### config.mk
export PLATFORM = sky130hd
export DESIGN_NAME = pll_lock_sequencer_flat
export DESIGN_NICKNAME = d
export VERILOG_FILES = /design/src/rtl/pll_lock_sequencer_if.sv /design/src/rtl/pll_lock_sequencer.sv /design/src/flat_wrapper.sv
export SDC_FILE = /design/constraint.sdc
export NUM_CORES = 1
export LEC_CHECK = 0
export ABC_CLOCK_PERIOD_IN_PS = 5800
export BUFFER_PORTS_ARGS = -buffer_cell sky130_fd_sc_hd__buf_2
export CORE_MARGIN = 1
export CORE_UTILIZATION = 60
export DETAILED_ROUTE_END_ITERATION = 10
export GPL_ROUTABILITY_DRIVEN = 1
export PLACE_DENSITY_LB_ADDON = 0.15
export REMOVE_ABC_BUFFERS = 1
export SYNTH_ARGS = -nofsm -noshare
export SYNTH_HDL_FRONTEND = slang
export SYNTH_SLANG_ARGS = --single-unit
### constraint.sdc
create_clock -name init_clk -period 5.8 [get_ports init_clk]
set_input_delay 1.74 -clock init_clk [delete_from_list [all_inputs] [get_ports init_clk]]
set_output_delay 1.74 -clock init_clk [all_outputs]
set_load 0.01 [all_outputs]
### src/rtl/pll_lock_sequencer_if.sv
// PLL sequencer signal bundle: lock/relock inputs and reset/status outputs.
// master = sequencer side, slave = PLL/consumer side.
// Optional LOCK_LOSS_COUNT_EN adds the 8-bit loss_count status field.
interface pll_lock_sequencer_if #(
   parameter int RW = 2
);
   logic          pll_lock;
   logic          relock_req;
   logic          pll_rst;
   logic          sys_rst_n;
   logic          locked;
   logic          fault;
   logic [RW-1:0] retry_count;
`ifdef LOCK_LOSS_COUNT_EN
   logic [7:0]    loss_count;
`endif

   modport master (
      input  pll_lock,
      input  relock_req,
      output pll_rst,
      output sys_rst_n,
      output locked,
      output fault,
      output retry_count
`ifdef LOCK_LOSS_COUNT_EN
      , output loss_count
`endif
   );

   modport slave (
      output pll_lock,
      output relock_req,
      input  pll_rst,
      input  sys_rst_n,
      input  locked,
      input  fault,
      input  retry_count
`ifdef LOCK_LOSS_COUNT_EN
      , input loss_count
`endif
   );
endinterface

### src/rtl/pll_lock_sequencer.sv
// PLL bring-up sequencer: reset pulse, lock wait with timeout/retry, stability qualification, loss filter.
// Latency: pll_lock sees a 2-flop synchronizer; all outputs are registered state decodes.
// No backpressure; relock_req is a single-cycle request. Optional: LOCK_LOSS_COUNT_EN adds loss_count.
module pll_lock_sequencer #(
   parameter int RST_CYCLES    = 64,
   parameter int LOCK_TIMEOUT  = 50000,
   parameter int STABLE_CYCLES = 1024,
   parameter int MAX_RETRIES   = 3,
   parameter int LOSS_FILTER   = 4
) (
   input  logic                  init_clk,
   input  logic                  reset_n,
   pll_lock_sequencer_if.master  bus
);

   localparam int RW      = (MAX_RETRIES > 0) ? $clog2(MAX_RETRIES + 1) : 1;
   localparam int MAX_A   = (RST_CYCLES > LOCK_TIMEOUT) ? RST_CYCLES : LOCK_TIMEOUT;
   localparam int MAX_B   = (STABLE_CYCLES > LOSS_FILTER) ? STABLE_CYCLES : LOSS_FILTER;
   localparam int CNT_MAX = (MAX_A > MAX_B) ? MAX_A : MAX_B;
   localparam int CW      = $clog2(CNT_MAX + 1);

   localparam logic [CW-1:0] RST_LAST    = CW'(RST_CYCLES - 1);
   localparam logic [CW-1:0] TO_LAST     = CW'(LOCK_TIMEOUT - 1);
   localparam logic [CW-1:0] STABLE_LAST = CW'(STABLE_CYCLES - 1);
   localparam logic [CW-1:0] LOSS_LAST   = CW'(LOSS_FILTER - 1);
   localparam logic [RW-1:0] RETRY_MAX   = RW'(MAX_RETRIES);

   typedef enum logic [2:0] {
      S_RESET     = 3'd0,
      S_WAIT_LOCK = 3'd1,
      S_STABLE    = 3'd2,
      S_RUN       = 3'd3,
      S_FAULT     = 3'd4
   } state_t;

   state_t        state_q, state_d;
   logic [CW-1:0] cnt_q, cnt_d;
   logic [RW-1:0] retry_q, retry_d;
   logic          lock_meta_q, lock_s_q;
   logic          pll_rst_q, pll_rst_d;
   logic          sys_rst_n_q, sys_rst_n_d;
   logic          locked_q, locked_d;
   logic          fault_q, fault_d;

   // Two-flop synchronizer for the asynchronous PLL lock indication
   always_ff @(posedge init_clk or negedge reset_n) begin
      if (!reset_n) begin
         lock_meta_q <= 1'b0;
         lock_s_q    <= 1'b0;
      end else begin
         lock_meta_q <= bus.pll_lock;
         lock_s_q    <= lock_meta_q;
      end
   end

   // State, shared counter, retry count and registered outputs
   always_ff @(posedge init_clk or negedge reset_n) begin
      if (!reset_n) begin
         state_q     <= S_RESET;
         cnt_q       <= '0;
         retry_q     <= '0;
         pll_rst_q   <= 1'b1;
         sys_rst_n_q <= 1'b0;
         locked_q    <= 1'b0;
         fault_q     <= 1'b0;
      end else begin
         state_q     <= state_d;
         cnt_q       <= cnt_d;
         retry_q     <= retry_d;
         pll_rst_q   <= pll_rst_d;
         sys_rst_n_q <= sys_rst_n_d;
         locked_q    <= locked_d;
         fault_q     <= fault_d;
      end
   end

   // Next state, retry bookkeeping and counter; relock overrides everything except in RESET
   always_comb begin
      state_d = state_q;
      retry_d = retry_q;
      unique case (state_q)
         S_RESET: begin
            if (cnt_q == RST_LAST) state_d = S_WAIT_LOCK;
         end
         S_WAIT_LOCK: begin
            if (lock_s_q) begin
               state_d = S_STABLE;
            end else if (cnt_q == TO_LAST) begin
               if (retry_q < RETRY_MAX) begin
                  retry_d = retry_q + 1'b1;
                  state_d = S_RESET;
               end else begin
                  state_d = S_FAULT;
               end
            end
         end
         S_STABLE: begin
            if (!lock_s_q) begin
               state_d = S_WAIT_LOCK;
            end else if (cnt_q == STABLE_LAST) begin
               state_d = S_RUN;
               retry_d = '0;
            end
         end
         S_RUN: begin
            if (!lock_s_q && (cnt_q == LOSS_LAST)) state_d = S_RESET;
         end
         S_FAULT: begin
            state_d = S_FAULT;
         end
         default: begin
            state_d = S_RESET;
         end
      endcase

      if (bus.relock_req && (state_q != S_RESET)) begin
         state_d = S_RESET;
         retry_d = '0;
      end

      // In RUN the counter tracks consecutive synced-low cycles; FAULT parks it at zero
      if (state_d != state_q) begin
         cnt_d = '0;
      end else if (state_q == S_RUN) begin
         cnt_d = lock_s_q ? '0 : cnt_q + 1'b1;
      end else if (state_q == S_FAULT) begin
         cnt_d = '0;
      end else begin
         cnt_d = cnt_q + 1'b1;
      end
   end

   // Output decode from the next state so outputs change on the transition edge
   always_comb begin
      pll_rst_d   = (state_d == S_RESET) || (state_d == S_FAULT);
      sys_rst_n_d = (state_d == S_RUN);
      locked_d    = (state_d == S_RUN);
      fault_d     = (state_d == S_FAULT);
   end

`ifdef LOCK_LOSS_COUNT_EN
   logic       loss_event;
   logic [7:0] loss_cnt_q;

   // A RUN->RESET exit is a lock loss unless relock_req forced it
   always_comb begin
      loss_event = (state_q == S_RUN) && (state_d == S_RESET) && !bus.relock_req;
   end

   // Saturating lock-loss event counter, cleared only by reset_n
   always_ff @(posedge init_clk or negedge reset_n) begin
      if (!reset_n) begin
         loss_cnt_q <= 8'd0;
      end else if (loss_event && (loss_cnt_q != 8'hFF)) begin
         loss_cnt_q <= loss_cnt_q + 8'd1;
      end
   end

   assign bus.loss_count = loss_cnt_q;
`endif

   assign bus.pll_rst     = pll_rst_q;
   assign bus.sys_rst_n   = sys_rst_n_q;
   assign bus.locked      = locked_q;
   assign bus.fault       = fault_q;
   assign bus.retry_count = retry_q;

endmodule

### src/flat_wrapper.sv
// flat-port wrapper written by rule: the top's interface ports become plain ports
module pll_lock_sequencer_flat 
#(
   parameter int RST_CYCLES    = 64,
   parameter int LOCK_TIMEOUT  = 50000,
   parameter int STABLE_CYCLES = 1024,
   parameter int MAX_RETRIES   = 3,
   parameter int LOSS_FILTER   = 4
)
  (init_clk, reset_n, bus_pll_lock, bus_relock_req, bus_pll_rst, bus_sys_rst_n, bus_locked, bus_fault, bus_retry_count);
  pll_lock_sequencer_if #(.RW(2)) bus_i ();
  input  logic init_clk;
  input  logic reset_n;
  input wire logic [$bits(bus_i.pll_lock)-1:0] bus_pll_lock;
  input wire logic [$bits(bus_i.relock_req)-1:0] bus_relock_req;
  output wire logic [$bits(bus_i.pll_rst)-1:0] bus_pll_rst;
  output wire logic [$bits(bus_i.sys_rst_n)-1:0] bus_sys_rst_n;
  output wire logic [$bits(bus_i.locked)-1:0] bus_locked;
  output wire logic [$bits(bus_i.fault)-1:0] bus_fault;
  output wire logic [$bits(bus_i.retry_count)-1:0] bus_retry_count;
  assign bus_i.pll_lock = bus_pll_lock;
  assign bus_i.relock_req = bus_relock_req;
  assign bus_pll_rst = bus_i.pll_rst;
  assign bus_sys_rst_n = bus_i.sys_rst_n;
  assign bus_locked = bus_i.locked;
  assign bus_fault = bus_i.fault;
  assign bus_retry_count = bus_i.retry_count;
  pll_lock_sequencer #(.RST_CYCLES(RST_CYCLES), .LOCK_TIMEOUT(LOCK_TIMEOUT), .STABLE_CYCLES(STABLE_CYCLES), .MAX_RETRIES(MAX_RETRIES), .LOSS_FILTER(LOSS_FILTER)) u_core (.init_clk(init_clk), .reset_n(reset_n), .bus(bus_i));
endmodule
==> metrics list <==
- The flow ran to the end, and the final reports show no timing, DRC or antenna violations.
- Number of placed I/O pins: 10
- PD cells: 206 nW/µm²
- Via count of the first global-routing pass: 1091
- Summed over all layers, the global routing overflow is 0.
* Maximum number of pins on one net before global-route repair: 27
- Die X-Extent: 51.2 µm
* Mean number of vias per cell: 6.38
* Final Routed Wirelength: 2900 µm
* Clock period minus worst slack: 2.72 ns
- Arrival time at the worst endpoint: 0.98 ns
- Worst path bufs/invs: 1
- The post-route netlist has 14.5% of its cells at a drive strength greater than 1.
- Tcrit/Tclk final: 46.9%
- For this configuration, the core starts out at a cell density of 64.5%.
- Deepest level of the CTS H-tree: 1
* Worst-case headroom to the max-slew limit: 56.6%
- Delay of the slowest cell on the worst path: 0.54 ns
- Number of design-rule violations left by the first detailed-router iteration: 24
- Initial antenna violation count: 0
* Count of hold-fix buffers inserted at cts: 0
- Setup slack closes at 3.08 ns.
* Clock tree from TritonCTS: built
- Data on the critical path is required at its endpoint by 4.06 ns.
- Input/output buffers: 9
- Dividing the synthesized area by the synthesized cell count gives 9.96 µm².
- At the end of the flow the core is filled with cells to 68.3%.
* Fraction of registers with async set/reset: 100%
- On the final layout, the worst hold slack is 0.365 ns.
- CP Capture Type: output port
- Largest delay share family, worst path: flip-flops
- STA classifies the critical path startpoint as a register.
- For the pin with the worst max-slew slack, the measured transition is 0.651 ns.
* Final setup violation count: 0
- Distinct cell type count of the synthesized netlist: 44
* Die H: 51.2 µm
* Sequential share of the synthesized area: 44.8%
- In the routed design, unresolved DRC markers number 0.
- The area growth from synthesis to layout is 5.94%.
- Number of maximum-capacitance violations: 0
* Nets@finish: 159
- CP max stage cell: dfstp_2
- For this run, the detailed router's first-pass iteration total came to 4.
- Timing would allow up to 367 MHz.
* Crit path launch: u_core.bus.pll_rst
- After clock tree synthesis, the setup repair step added 0 buffers.
* Ordered list of cells on the worst path: buf_2
- Number of enable-type register cells in the synthesized netlist: 0
* Final antenna-violating net count: 0
- Root Buffer: clkbuf_4
* Clock transition at path regs: 0.14 ns
* Maximum buffer depth of the clock tree: 2
- Synthesized instance count: 146
- Quantity of gates resized following cts: 0
- For the worst-skew pair, the clock arrives at the later sink with an insertion delay of 0.33 ns.
- The core region is 2250 µm².
- The critical path is of the reg2out type.
- On the final layout, the worst clock skew is 0.00279 ns.
- The number of antenna diodes in the final layout is 0.
* CP max FO: 1
- Total power after layout: 0.318 mW
- Vias post-DR: 1148
- Maximum vdd drop: 0.147 mV
- WL/cell: 16.1 µm
- Placement Setup Slack: 2.74 ns
* Global router's overall resource usage: 25.0%
* Endpoints failing hold: 0
- During synthesis, Yosys emitted a total of 0 warnings.
- Most used DFF post-synth: dfrtp_1
* GPL Wtd Cong: 0.885
* Global-route wire length before repair: 4860 µm
- Pins Over Slew Limit: 0
* Detailed Place HPWL: 2100 µm
- In this run the worst hold path is classified as reg2reg.
- After synthesis the cells add up to 1450 µm².
* Unrepaired setup endpoints after global routing: no
- Min-Delay Startpoint: u_core.lock_meta_q
* Reported leakage power: 0.651 nW
- In this run the critical register-to-register path is launched from u_core.cnt_q[10].
* Final setup TNS: 0 ns
* Die Footprint: 2620 µm²
- The initialized floorplan defines 17 standard-cell rows.
- In this run, CTS created clock tree buffers numbering 3.
* # clock sinks: 26
* Synthesis-stage register bit count: 26
## final cells by class
type,count,area [µm²]
clock buffers,3,22.5
clock inverters,1,30.0
fillers,192,714
inverters,6,22.5
multi-input cells,107,733
flip-flops and latches,26,652
well taps,28,35.0
repair buffers,9,45.0
## report_power, final
group          internal (mW)  switching [mW]
Clock                 0.0700          0.0551
Combinational        0.00278         0.00552
Sequential             0.183         0.00170
## Yosys cell counts, types with 3 or more instances
| cell type | instances | share of area, % |
|---|---|---|
| or4_1 | 3 | 1.5 |
| nand2_1 | 8 | 2.1 |
| xor2_1 | 7 | 4.2 |
| xnor2_1 | 7 | 4.2 |
| nor3_1 | 11 | 3.8 |
| nor2_1 | 10 | 2.6 |
| nor4_1 | 13 | 5.6 |
| nand4_1 | 3 | 1.3 |
| inv_1 | 6 | 1.5 |
| a31oi_1 | 3 | 1.3 |
| dfrtp_1 | 25 | 43 |
| clkbuf_1 | 3 | 0.77 |
| nand3_1 | 7 | 2.4 |
## per-layer routing
| layer | global-route usage (%) | routed length, µm | vias to the layer above | part of all wire, % |
|---|---|---|---|---|
| met4 | 13.1 | 63 | 0 | 2.2 |
| met3 | 3.27 | 89 | 7 | 3.1 |
| met5 | 0 | 0 | - | 0 |
| met1 | 32.1 | 1330 | 563 | 46 |
| met2 | 41.0 | 1420 | 26 | 49 |
| li1 | - | - | 552 | - |
## layout by cell type, fill, tap and decap left out, drive strengths merged
| cell | count |
|---|---|
| dfrtp | 25 |
| nor4 | 13 |
| nor3 | 11 |
| nor2 | 10 |
| buf | 9 |
| nand2 | 8 |
| nand3 | 7 |
| xor2 | 7 |
| xnor2 | 7 |
| inv | 6 |
| or4 | 4 |
| nand4 | 3 |
| a31oi | 3 |
| clkbuf | 3 |
| o21ai | 3 |
| and3 | 3 |
| a21oi | 2 |
| nor2b | 2 |
| and4 | 2 |
| o31a | 2 |
| mux2 | 2 |
| ha | 2 |
| nor4b | 2 |
| maj3 | 1 |
| nand4bb | 1 |
| nand2b | 1 |
| nand4b | 1 |
| or2 | 1 |
| or3 | 1 |
| a41o | 1 |
| o32a | 1 |
| o31ai | 1 |
| a22oi | 1 |
| o21a | 1 |
| a311oi | 1 |
| and2 | 1 |
| nor3b | 1 |
| bufinv | 1 |
| dfstp | 1 |
## cell families after synthesis
logic type | count (synthesis) | share of synthesized area (%)
mux | 2 | 1.55
flops | 26 | 44.8
fa+ha+maj | 3 | 2.41
compound gates | 16 | 9.04
xor+xnor | 14 | 8.43
buf+inv | 13 | 4.73
simple gates | 72 | 29.0
## metrics by stage
| step | cells | cell area, µm² |
|---|---|---|
| final | 180 | 1540 |
| after global routing | 180 | 1540 |
| after CTS | 180 | 1540 |
| after detailed placement | 176 | 1490 |
| after global placement | 176 | 1490 |
| after floorplan | 139 | 1410 |
## state kept, by name (all words and copies together), names as in the netlist
name	cells
u_core.bus.sys_rst_n	1
u_core.lock_meta_q	1
u_core.state_q	3
u_core.bus.retry_count	2
u_core.cnt_q	16
u_core.bus.pll_rst	1
u_core.lock_s_q	1
u_core.bus.fault	1
## path summary, 6_finish.rpt
kind / depth (start not counted) / to / slack (ns)
setup / recovery: 1 / bus_pll_rst / 3.08
hold / removal: 0 / u_core.lock_s_q / 0.36
setup reg to reg: 5 / u_core.cnt_q[7] / 3.32
hold reg to reg: 0 / u_core.lock_s_q / 0.36
max in group asynchronous: 1 / u_core.bus.pll_rst / 4.05
min in group asynchronous: 1 / u_core.state_q[1] / 1.38
Power figures use the tool's default switching activity.
